**src/rtl/frame_commit_if.sv**
```systemverilog
// Memory-side bus of the frame sequencer: next-state RAM read/clear ports and VRAM write port.
// The sequencer holds the master modport; the RAM/VRAM wrapper holds the slave modport.
interface frame_commit_if #(
    parameter int ADDR_WIDTH = 19,
    parameter int DATA_WIDTH = 2
);
    logic [ADDR_WIDTH-1:0] ram_rd_address;
    logic [DATA_WIDTH-1:0] ram_rd_data;
    logic [ADDR_WIDTH-1:0] ram_wr_address;
    logic [DATA_WIDTH-1:0] ram_wr_data;
    logic                  ram_wr_en;
    logic [ADDR_WIDTH-1:0] vram_wr_address;
    logic [DATA_WIDTH-1:0] vram_wr_data;
    logic                  vram_wr_en;

    modport master (
        output ram_rd_address,
        input  ram_rd_data,
        output ram_wr_address,
        output ram_wr_data,
        output ram_wr_en,
        output vram_wr_address,
        output vram_wr_data,
        output vram_wr_en
    );

    modport slave (
        input  ram_rd_address,
        output ram_rd_data,
        input  ram_wr_address,
        input  ram_wr_data,
        input  ram_wr_en,
        input  vram_wr_address,
        input  vram_wr_data,
        input  vram_wr_en
    );
endinterface

```
**src/rtl/frame_commit.sv**
```systemverilog
// Frame sequencer: starts the next-state engine on a divided frame tick, then copies RAM to VRAM
// while clearing RAM. Define OCCUPANCY_COUNT_EN to add the particle_count_o occupancy output.
//
// state     | meaning
// ----------+-------------------------------------------------------------
// IDLE      | waiting for frame ticks, dividing them by FRAME_DIV
// START     | one-cycle ready_o pulse to the engine
// WAIT_DONE | engine running, waiting for done_i
// COPY      | issuing RAM read addresses 0..N-1, writing the previous cell
// FLUSH     | final VRAM write / RAM clear for cell N-1
module frame_commit #(
    parameter int ACTIVE_COLUMNS = 640,
    parameter int ACTIVE_ROWS    = 480,
    parameter int ADDR_WIDTH     = $clog2(ACTIVE_COLUMNS * ACTIVE_ROWS),
    parameter int DATA_WIDTH     = 2,
    parameter int FRAME_DIV      = 1
) (
    input  logic            clk_i,
    input  logic            reset_n_i,
    input  logic            frame_tick_i,
    input  logic            done_i,
    output logic            ready_o,
    output logic            busy_o,
    output logic            missed_tick_o,
    frame_commit_if.master  mem
`ifdef OCCUPANCY_COUNT_EN
    ,
    output logic [ADDR_WIDTH:0] particle_count_o
`endif
);

    localparam int CELLS = ACTIVE_COLUMNS * ACTIVE_ROWS;
    localparam int DIV_W = (FRAME_DIV > 1) ? $clog2(FRAME_DIV) : 1;
    localparam logic [ADDR_WIDTH-1:0] LAST_ADDR = ADDR_WIDTH'(CELLS - 1);
    localparam logic [DIV_W-1:0]      DIV_LAST  = DIV_W'(FRAME_DIV - 1);

    typedef enum logic [2:0] {
        IDLE,
        START,
        WAIT_DONE,
        COPY,
        FLUSH
    } state_t;

    state_t                state_q, state_d;
    logic [DIV_W-1:0]      div_q, div_d;
    logic [ADDR_WIDTH-1:0] addr_q, addr_d;
    logic                  wr_valid_q;
    logic [ADDR_WIDTH-1:0] wr_addr_q;
    logic [DATA_WIDTH-1:0] wr_data;

    always_ff @(posedge clk_i or negedge reset_n_i) begin
        if (!reset_n_i) begin
            state_q <= IDLE;
            div_q   <= '0;
            addr_q  <= '0;
        end else begin
            state_q <= state_d;
            div_q   <= div_d;
            addr_q  <= addr_d;
        end
    end

    always_comb begin
        state_d = state_q;
        div_d   = div_q;
        addr_d  = addr_q;
        unique case (state_q)
            IDLE: begin
                if (frame_tick_i) begin
                    if (div_q == DIV_LAST) begin
                        div_d   = '0;
                        state_d = START;
                    end else begin
                        div_d = div_q + 1'b1;
                    end
                end
            end
            START: state_d = WAIT_DONE;
            WAIT_DONE: begin
                if (done_i) begin
                    addr_d  = '0;
                    state_d = COPY;
                end
            end
            COPY: begin
                if (addr_q == LAST_ADDR) begin
                    state_d = FLUSH;
                end else begin
                    addr_d = addr_q + 1'b1;
                end
            end
            FLUSH:   state_d = IDLE;
            default: state_d = IDLE;
        endcase
    end

    // Write stage trails the read address by one cycle to absorb the RAM read latency.
    always_ff @(posedge clk_i or negedge reset_n_i) begin
        if (!reset_n_i) begin
            wr_valid_q <= 1'b0;
            wr_addr_q  <= '0;
        end else begin
            wr_valid_q <= (state_q == COPY);
            wr_addr_q  <= (state_q == COPY) ? addr_q : '0;
        end
    end

    assign wr_data = wr_valid_q ? mem.ram_rd_data : '0;

    assign ready_o       = (state_q == START);
    assign busy_o        = (state_q != IDLE);
    assign missed_tick_o = frame_tick_i && (state_q != IDLE);

    assign mem.ram_rd_address  = (state_q == COPY) ? addr_q : '0;
    assign mem.vram_wr_en      = wr_valid_q;
    assign mem.vram_wr_address = wr_addr_q;
    assign mem.vram_wr_data    = wr_data;
    assign mem.ram_wr_en       = wr_valid_q;
    assign mem.ram_wr_address  = wr_addr_q;
    assign mem.ram_wr_data     = '0;

`ifdef OCCUPANCY_COUNT_EN
    logic [ADDR_WIDTH:0] acc_q;
    logic [ADDR_WIDTH:0] acc_inc;
    logic [ADDR_WIDTH:0] count_q;

    assign acc_inc = acc_q + {{ADDR_WIDTH{1'b0}}, (wr_valid_q && (wr_data != '0))};

    // The published count only moves when a full copy has completed.
    always_ff @(posedge clk_i or negedge reset_n_i) begin
        if (!reset_n_i) begin
            acc_q   <= '0;
            count_q <= '0;
        end else begin
            if (state_q == WAIT_DONE && done_i) begin
                acc_q <= '0;
            end else if (wr_valid_q) begin
                acc_q <= acc_inc;
            end
            if (state_q == FLUSH) begin
                count_q <= acc_inc;
            end
        end
    end

    assign particle_count_o = count_q;
`endif

endmodule

```
**src/flat_wrapper.sv**
```systemverilog
// flat-port wrapper written by rule: the top's interface ports become plain ports
module frame_commit_flat 
#(
    parameter int ACTIVE_COLUMNS = 640,
    parameter int ACTIVE_ROWS    = 480,
    parameter int ADDR_WIDTH     = $clog2(ACTIVE_COLUMNS * ACTIVE_ROWS),
    parameter int DATA_WIDTH     = 2,
    parameter int FRAME_DIV      = 1
)
  (clk_i, reset_n_i, frame_tick_i, done_i, ready_o, busy_o, missed_tick_o, mem_ram_rd_address, mem_ram_rd_data, mem_ram_wr_address, mem_ram_wr_data, mem_ram_wr_en, mem_vram_wr_address, mem_vram_wr_data, mem_vram_wr_en);
  frame_commit_if #(.ADDR_WIDTH(ADDR_WIDTH), .DATA_WIDTH(DATA_WIDTH)) mem_i ();
  input  logic clk_i;
  input  logic reset_n_i;
  input  logic frame_tick_i;
  input  logic done_i;
  output logic ready_o;
  output logic busy_o;
  output logic missed_tick_o;
  output wire logic [$bits(mem_i.ram_rd_address)-1:0] mem_ram_rd_address;
  input wire logic [$bits(mem_i.ram_rd_data)-1:0] mem_ram_rd_data;
  output wire logic [$bits(mem_i.ram_wr_address)-1:0] mem_ram_wr_address;
  output wire logic [$bits(mem_i.ram_wr_data)-1:0] mem_ram_wr_data;
  output wire logic [$bits(mem_i.ram_wr_en)-1:0] mem_ram_wr_en;
  output wire logic [$bits(mem_i.vram_wr_address)-1:0] mem_vram_wr_address;
  output wire logic [$bits(mem_i.vram_wr_data)-1:0] mem_vram_wr_data;
  output wire logic [$bits(mem_i.vram_wr_en)-1:0] mem_vram_wr_en;
  assign mem_ram_rd_address = mem_i.ram_rd_address;
  assign mem_i.ram_rd_data = mem_ram_rd_data;
  assign mem_ram_wr_address = mem_i.ram_wr_address;
  assign mem_ram_wr_data = mem_i.ram_wr_data;
  assign mem_ram_wr_en = mem_i.ram_wr_en;
  assign mem_vram_wr_address = mem_i.vram_wr_address;
  assign mem_vram_wr_data = mem_i.vram_wr_data;
  assign mem_vram_wr_en = mem_i.vram_wr_en;
  frame_commit #(.ACTIVE_COLUMNS(ACTIVE_COLUMNS), .ACTIVE_ROWS(ACTIVE_ROWS), .ADDR_WIDTH(ADDR_WIDTH), .DATA_WIDTH(DATA_WIDTH), .FRAME_DIV(FRAME_DIV)) u_core (.clk_i(clk_i), .reset_n_i(reset_n_i), .frame_tick_i(frame_tick_i), .done_i(done_i), .ready_o(ready_o), .busy_o(busy_o), .missed_tick_o(missed_tick_o), .mem(mem_i));
endmodule
```
**config.mk**
```make
export PLATFORM = sky130hd
export DESIGN_NAME = frame_commit_flat
export DESIGN_NICKNAME = d
export VERILOG_FILES = /design/src/rtl/frame_commit_if.sv /design/src/rtl/frame_commit.sv /design/src/flat_wrapper.sv
export SDC_FILE = /design/constraint.sdc
export NUM_CORES = 1
export LEC_CHECK = 0
export ABC_AREA = 1
export CORE_MARGIN = 5
export CORE_UTILIZATION = 50
export DETAILED_ROUTE_END_ITERATION = 12
export PLACE_DENSITY = 0.85
export SLEW_MARGIN = 20
export SYNTH_ARGS = -nofsm -noshare
export SYNTH_HDL_FRONTEND = slang
export SYNTH_SLANG_ARGS = --single-unit
export TNS_END_PERCENT = 5
```
**constraint.sdc**
```tcl
create_clock -name clk_i -period 2.87 [get_ports clk_i]
set_input_delay 0.287 -clock clk_i [delete_from_list [all_inputs] [get_ports clk_i]]
set_output_delay 0.287 -clock clk_i [all_outputs]
set_load 0.005 [all_outputs]
```
# Word level (Yosys, flattened, before mapping)
# Index checks and enable logic that the tools add are counted.
# Widths: inputs -> output; s select.
[classes] add_sub_neg=2 eq_ne=9 n_reduce_logical=7 n_mux=11
[ops] operator="$mux 19" n=3
[ops] operator="$pmux 19 s2" n=1
[ops] operator="$add 19x1->19 const B" n=1
[ops] operator="$eq 19x19->1 const B" n=1
[ops] operator="$mux 3" n=4
[ops] operator="$pmux 3 s4" n=1
[ops] operator="$ne 2x2->1 const B" n=4
[ops] operator="$eq 3x2->1 const B" n=2
[ops] operator="$reduce_and 4->1" n=1
[ops] operator="$eq 3x1->1 const B" n=1
[ops] operator="$logic_not 3->1" n=1
[ops] operator="$reduce_and 3->1" n=1
[ops] operator="$reduce_bool 3->1" n=1
[ops] operator="$mux 2" n=1
[ops] operator="$ne 2x1->1 const B" n=1
[ops] operator="$reduce_and 2->1" n=1
[ops] operator="$reduce_bool 2->1" n=1
[ops] operator="$add 1x1->1 const B" n=1
[ops] operator="$logic_and 1x1->1" n=1
[ops] operator="$mux 1" n=1
[totals] in_bits=6 elab_cells=34 ff_bits=43

# Depth between registers and ports, before layout
[logic_depth] depth_word=3 mapped_depth=12 depth_no_buf=11

# Worst setup path after synthesis
# OpenSTA, ideal clock, no wires.
[synth_path] path_type="reg2reg" from="register u_core.addr_q[0]" to="register u_core.addr_q[10]" setup_slack_ns=1.348 period_less_slack_ns=1.522 t_arrival_ns=1.457 path_buffers=1 stages_incl_launch_ff=13 cell_sequence="dfrtp_1 > ha_1 > nand2_2 > nor2_4 > nand2_4 > nor2_4 > nand2_2 > nand2_4 > nand2_8 > nand2_8 > buf_8 > nand2_1 > nand2_1"
[synth_via] elab_chain_cells=3 elab_cells_between_ends=6
[synth_rtl] element="start: declaration" line_no="frame_commit.sv:47" rtl="logic [ADDR_WIDTH-1:0] addr_q, addr_d;"
[synth_rtl] element="start signal: assignment" line_no="frame_commit.sv:60" rtl="addr_q <= addr_d;"
[synth_rtl] element="$add 19x1->19 / $eq 19x19->1 (equally long branches)" line_no="frame_commit.sv:90, frame_commit.sv:87"
[synth_rtl] element="$mux 19 / $ne 2x2->1 (equally long branches)"
[synth_rtl] element="$pmux 19 s2 / $reduce_and 3->1 (equally long branches)"
# Several ways; a longest one is shown, not always the timed one. The select of a mux whose other input is x is not followed.
# A chain may end at the register's enable or synchronous reset.

# Worst setup path in the final report
[layout_path] from="register u_core.state_q[2]" to="output port mem_ram_rd_address[1]"
[layout_via] elab_chain_cells=2
[layout_rtl] element="start: declaration" line_no="frame_commit.sv:45" rtl="state_t state_q, state_d;"
[layout_rtl] element="start signal: assignment" line_no="frame_commit.sv:58" rtl="state_q <= state_d;"
[layout_rtl] element="$eq 3x2->1" line_no="frame_commit.sv:115" rtl="assign mem.ram_rd_address = (state_q == COPY) ? addr_q : '0;"
[layout_rtl] element="$mux 19" line_no="frame_commit.sv:115"
[layout_rtl] element="end: declaration" line_no="flat_wrapper.sv:19" rtl="output wire logic [$bits(mem_i.ram_rd_address)-1:0] mem_ram_rd_address;"
# No other way between the ends.

==> metrics.log <==
INFO  metric outcome = complete, no violations
INFO  metric grt_antenna_before_repair = 0
INFO  metric dieArea = 6000 sq um
INFO  metric critical_path.n_buffers_inverters = 3
INFO  metric final_layout_size_suffix_gt1_frac = 0.0754
INFO  metric avgViaCountPerCell = between 5 and 6
INFO  metric power-per-cell-area = 330 nW/um^2
INFO  metric cts_made_buffers = 5
INFO  metric yosys_warnings = 0
INFO  metric die-width = 77.5 microns
INFO  metric htree_num_levels = 2
INFO  metric startpoint_type = flip-flop
INFO  metric postSynth.asyncResetShare = 1.00
INFO  metric worstSetupPathType = reg -> out
INFO  metric max_slew.worst_pin.slew = 0.918 ns
INFO  metric finalHoldViolCount = 0
INFO  metric grt_first_pass_wirelength = 8970 microns
INFO  metric dpl.hpwl = 3910 microns
INFO  metric cp_data_required_time = about 2.6 ns
INFO  metric static-leakage-power = about 0.0014 uW
INFO  metric timing.clock.skew = 0.00362 ns
INFO  metric drcViolationCount = 0
INFO  metric worst_setup_path_end_kind = output port
INFO  metric drt_iter0_markers = ~210
INFO  metric worst_ir_drop_vdd = around 0.23 mV
INFO  metric multiInputGateArea = 898 sq um
INFO  metric postCtsResizedCells = 0
INFO  metric routed_wire_length_per_instance = 13.0 microns
INFO  metric timing.reg2reg.setup_slack = around 1.1 ns
INFO  metric final_cells = 397
INFO  metric grt_setup_unrepaired = false
INFO  metric overall_routed_net_length = 5170 microns
INFO  metric regToRegStartpoint = u_core.state_q[2]$_DFFE_PN0P_
INFO  metric place.gp.congestion = 0.932
INFO  metric finalPower = 967 uW
INFO  metric postRouteAntennaNets = 0
INFO  metric report.final.slew_viol_count = 0
INFO  metric syn-instance-count = between 200 and 300
INFO  metric fmax = 436 MHz
INFO  metric dpl_worst_slack = about 0.89 ns
INFO  metric die_h = 77.5 microns
INFO  metric std_cell_core_area = 4380 sq um
INFO  metric cts_hold_repair.buffers = 0
INFO  metric setup.worst_path.start = u_core.state_q[2]$_DFFE_PN0P_
INFO  metric minimum_period_implied_by_the_final_worst_setup_slack = about 2.3 ns
INFO  metric critPathMaxFanout = 14
INFO  metric floorplan.io_pins = between 70 and 80
INFO  metric postSynthRegisterBits = 42
INFO  metric worst_path_dominant_cell_family = buffers and inverters
INFO  metric worst_path_largest_cell_delay = approximately 0.53 ns
INFO  metric report.final.setup_viol = 0
INFO  metric slew_limit_headroom = 0.388
INFO  metric clk_root_buffer_cell = clkbuf_8
INFO  metric cts.reportedPaths.clkPinSlew = 0.07 ns
INFO  metric timing.final.crit_share = 0.799
INFO  metric worst_hold_path_type = in -> async
INFO  metric crit_arrival = 2.01 ns
INFO  metric final_sum_of_negative_setup_slack = 0 ns
INFO  metric synthDistinctLibCells = 26
INFO  metric cts_num_sinks = 42
INFO  metric synth_enable_flop_cells = 0
INFO  metric initial_core_util = 0.519
INFO  metric cap_violations = 0
INFO  metric port_buffers = 69
INFO  metric cts_tree = done
INFO  metric overflow = 0
INFO  metric netlist_area = 2270 sq um
INFO  metric timing.critical_path.slowest_stage_cell = clkdlybuf4s50_1
INFO  metric via_count = 2023
INFO  metric nets = 352
INFO  metric cts_buffer_depth = 2
INFO  metric post_cts_buffers = 0
INFO  metric worst_slack = 0.577 ns
INFO  metric layout_fillers = 385
INFO  metric number_of_global_route_vias_before_repair = 2002
INFO  metric globalRouteTotalUtil = 0.181
INFO  metric place_inst = 390
INFO  metric num_antenna_cells = 0
INFO  metric ys.flop_type = dfrtp_1
INFO  metric yosysSeqAreaShare = 0.462
INFO  metric row_count = 24
INFO  metric synth_area_per_cell = 7.76 sq um
INFO  metric clk_latency = 0.29 ns
INFO  metric timing.critical_path.cells = inv_1, nand3_2, buf_4, nor2_1, clkdlybuf4s50_1
INFO  metric layout-area-overhead-vs-synth = 28.6%
INFO  metric post_route_core_utilization = 0.667
INFO  metric drt_first_pass_iters = 5
INFO  metric seq_area = around 1100 sq um
INFO  metric grt_max_degree = 43
==> registers in the layout, indices dropped and copies added, names as in the netlist <==
signal and flops:
u_core.addr_q 19, u_core.mem.ram_wr_address 19, u_core.mem.ram_wr_en 1, u_core.state_q 3
==> through the flow <==
stage / hold WS [ns] / instance area (sq um)
floorplan: -0.00859 / 2280
global placement: 0.477 / 2850
detailed placement: 0.477 / 2850
CTS: 0.154 / 2930
global route: 0.212 / 2930
finish: 0.121 / 2930
==> worst paths after layout <==
| path | end | cells past startpoint |
|---|---|---|
| worst max-delay path | mem_ram_rd_address[1] | 5 |
| worst min-delay path | u_core.addr_q[1]$_DFFE_PN0P_ | 1 |
| worst max register to register | u_core.addr_q[16]$_DFFE_PN0P_ | 8 |
| min in group clk_i | u_core.addr_q[3]$_DFFE_PN0P_ | 2 |
| max in group asynchronous | u_core.mem.ram_wr_address[14]$_DFF_PN0_ | 1 |
| worst min register to register | u_core.addr_q[3]$_DFFE_PN0P_ | 2 |
==> cell usage in the layout, fill, tap and decap left out, types with 3 or more instances in the layout <==
| cell | Yosys | final |
|---|---|---|
| nand4_1 | 5 | 5 |
| nor2_1 | 46 | 46 |
| nand3_1 | 19 | 19 |
| a21oi_1 | 6 | 6 |
| nand2_1 | 77 | 77 |
| inv_1 | 34 | 34 |
| dfrtp_1 | 42 | 42 |
| nand2_2 | 3 | 3 |
| clkbuf_8 | 0 | 5 |
| nor2_4 | 4 | 4 |
| clkdlybuf4s50_1 | 0 | 68 |
| nor3_1 | 5 | 5 |
| o21ai_0 | 12 | 12 |
==> cell usage after synthesis, types with 2 or more instances <==
library cell	count	area [sq um]
dfrtp_1	42	1050
buf_4	22	165
nand2_8	2	40.0
nor2_4	4	45.0
a21oi_1	6	30.0
o21ai_0	12	60.1
nand4_1	5	31.3
nand2_4	2	22.5
nor2_1	46	173
nor3_1	5	25.0
inv_1	34	128
clkbuf_1	2	7.51
nand2_2	3	18.8
buf_2	2	10.0
nand3_1	19	95.1
nand2_1	77	289
==> cells by family (layout without fill, tap and decap cells) <==
kind of cell    after synthesis  count (layout)  share of synthesized area
simple gates                167             167                      0.339
compound gates               20              20                     0.0468
flops                        42              42                      0.462
buf+inv                      62             113                      0.145
fa+ha+maj                     1               1                    0.00550
other cells                   1               2                    0.00165
==> power by group <==
group,leakage (uW),internal [uW],switching [uW]
Combinational,0.000844,9.49,14.7
Sequential,0.000495,591,0
Clock,0.0000438,163,188
==> per-layer routing <==
layer / vias up / track usage / wire (microns)
met5: - / 0 / 0
met4: 0 / 0.0859 / 128
met3: 14 / 0.0521 / 390
met2: 73 / 0.312 / 2630
met1: 946 / 0.205 / 2030
li1: 990 / - / -
==> cell type report <==
| class | count | share of cell area |
|---|---|---|
| Clock buffer | 5 | 0.0235 |
| Clock inverter | 2 | 0.00342 |
| Inverter | 35 | 0.0449 |
| Multi-Input combinational cell | 190 | 0.307 |
| Sequential cell | 42 | 0.359 |
| Tap cell | 52 | 0.0222 |
| Timing Repair Buffer | 71 | 0.240 |
(Power assumes the default switching activity.)
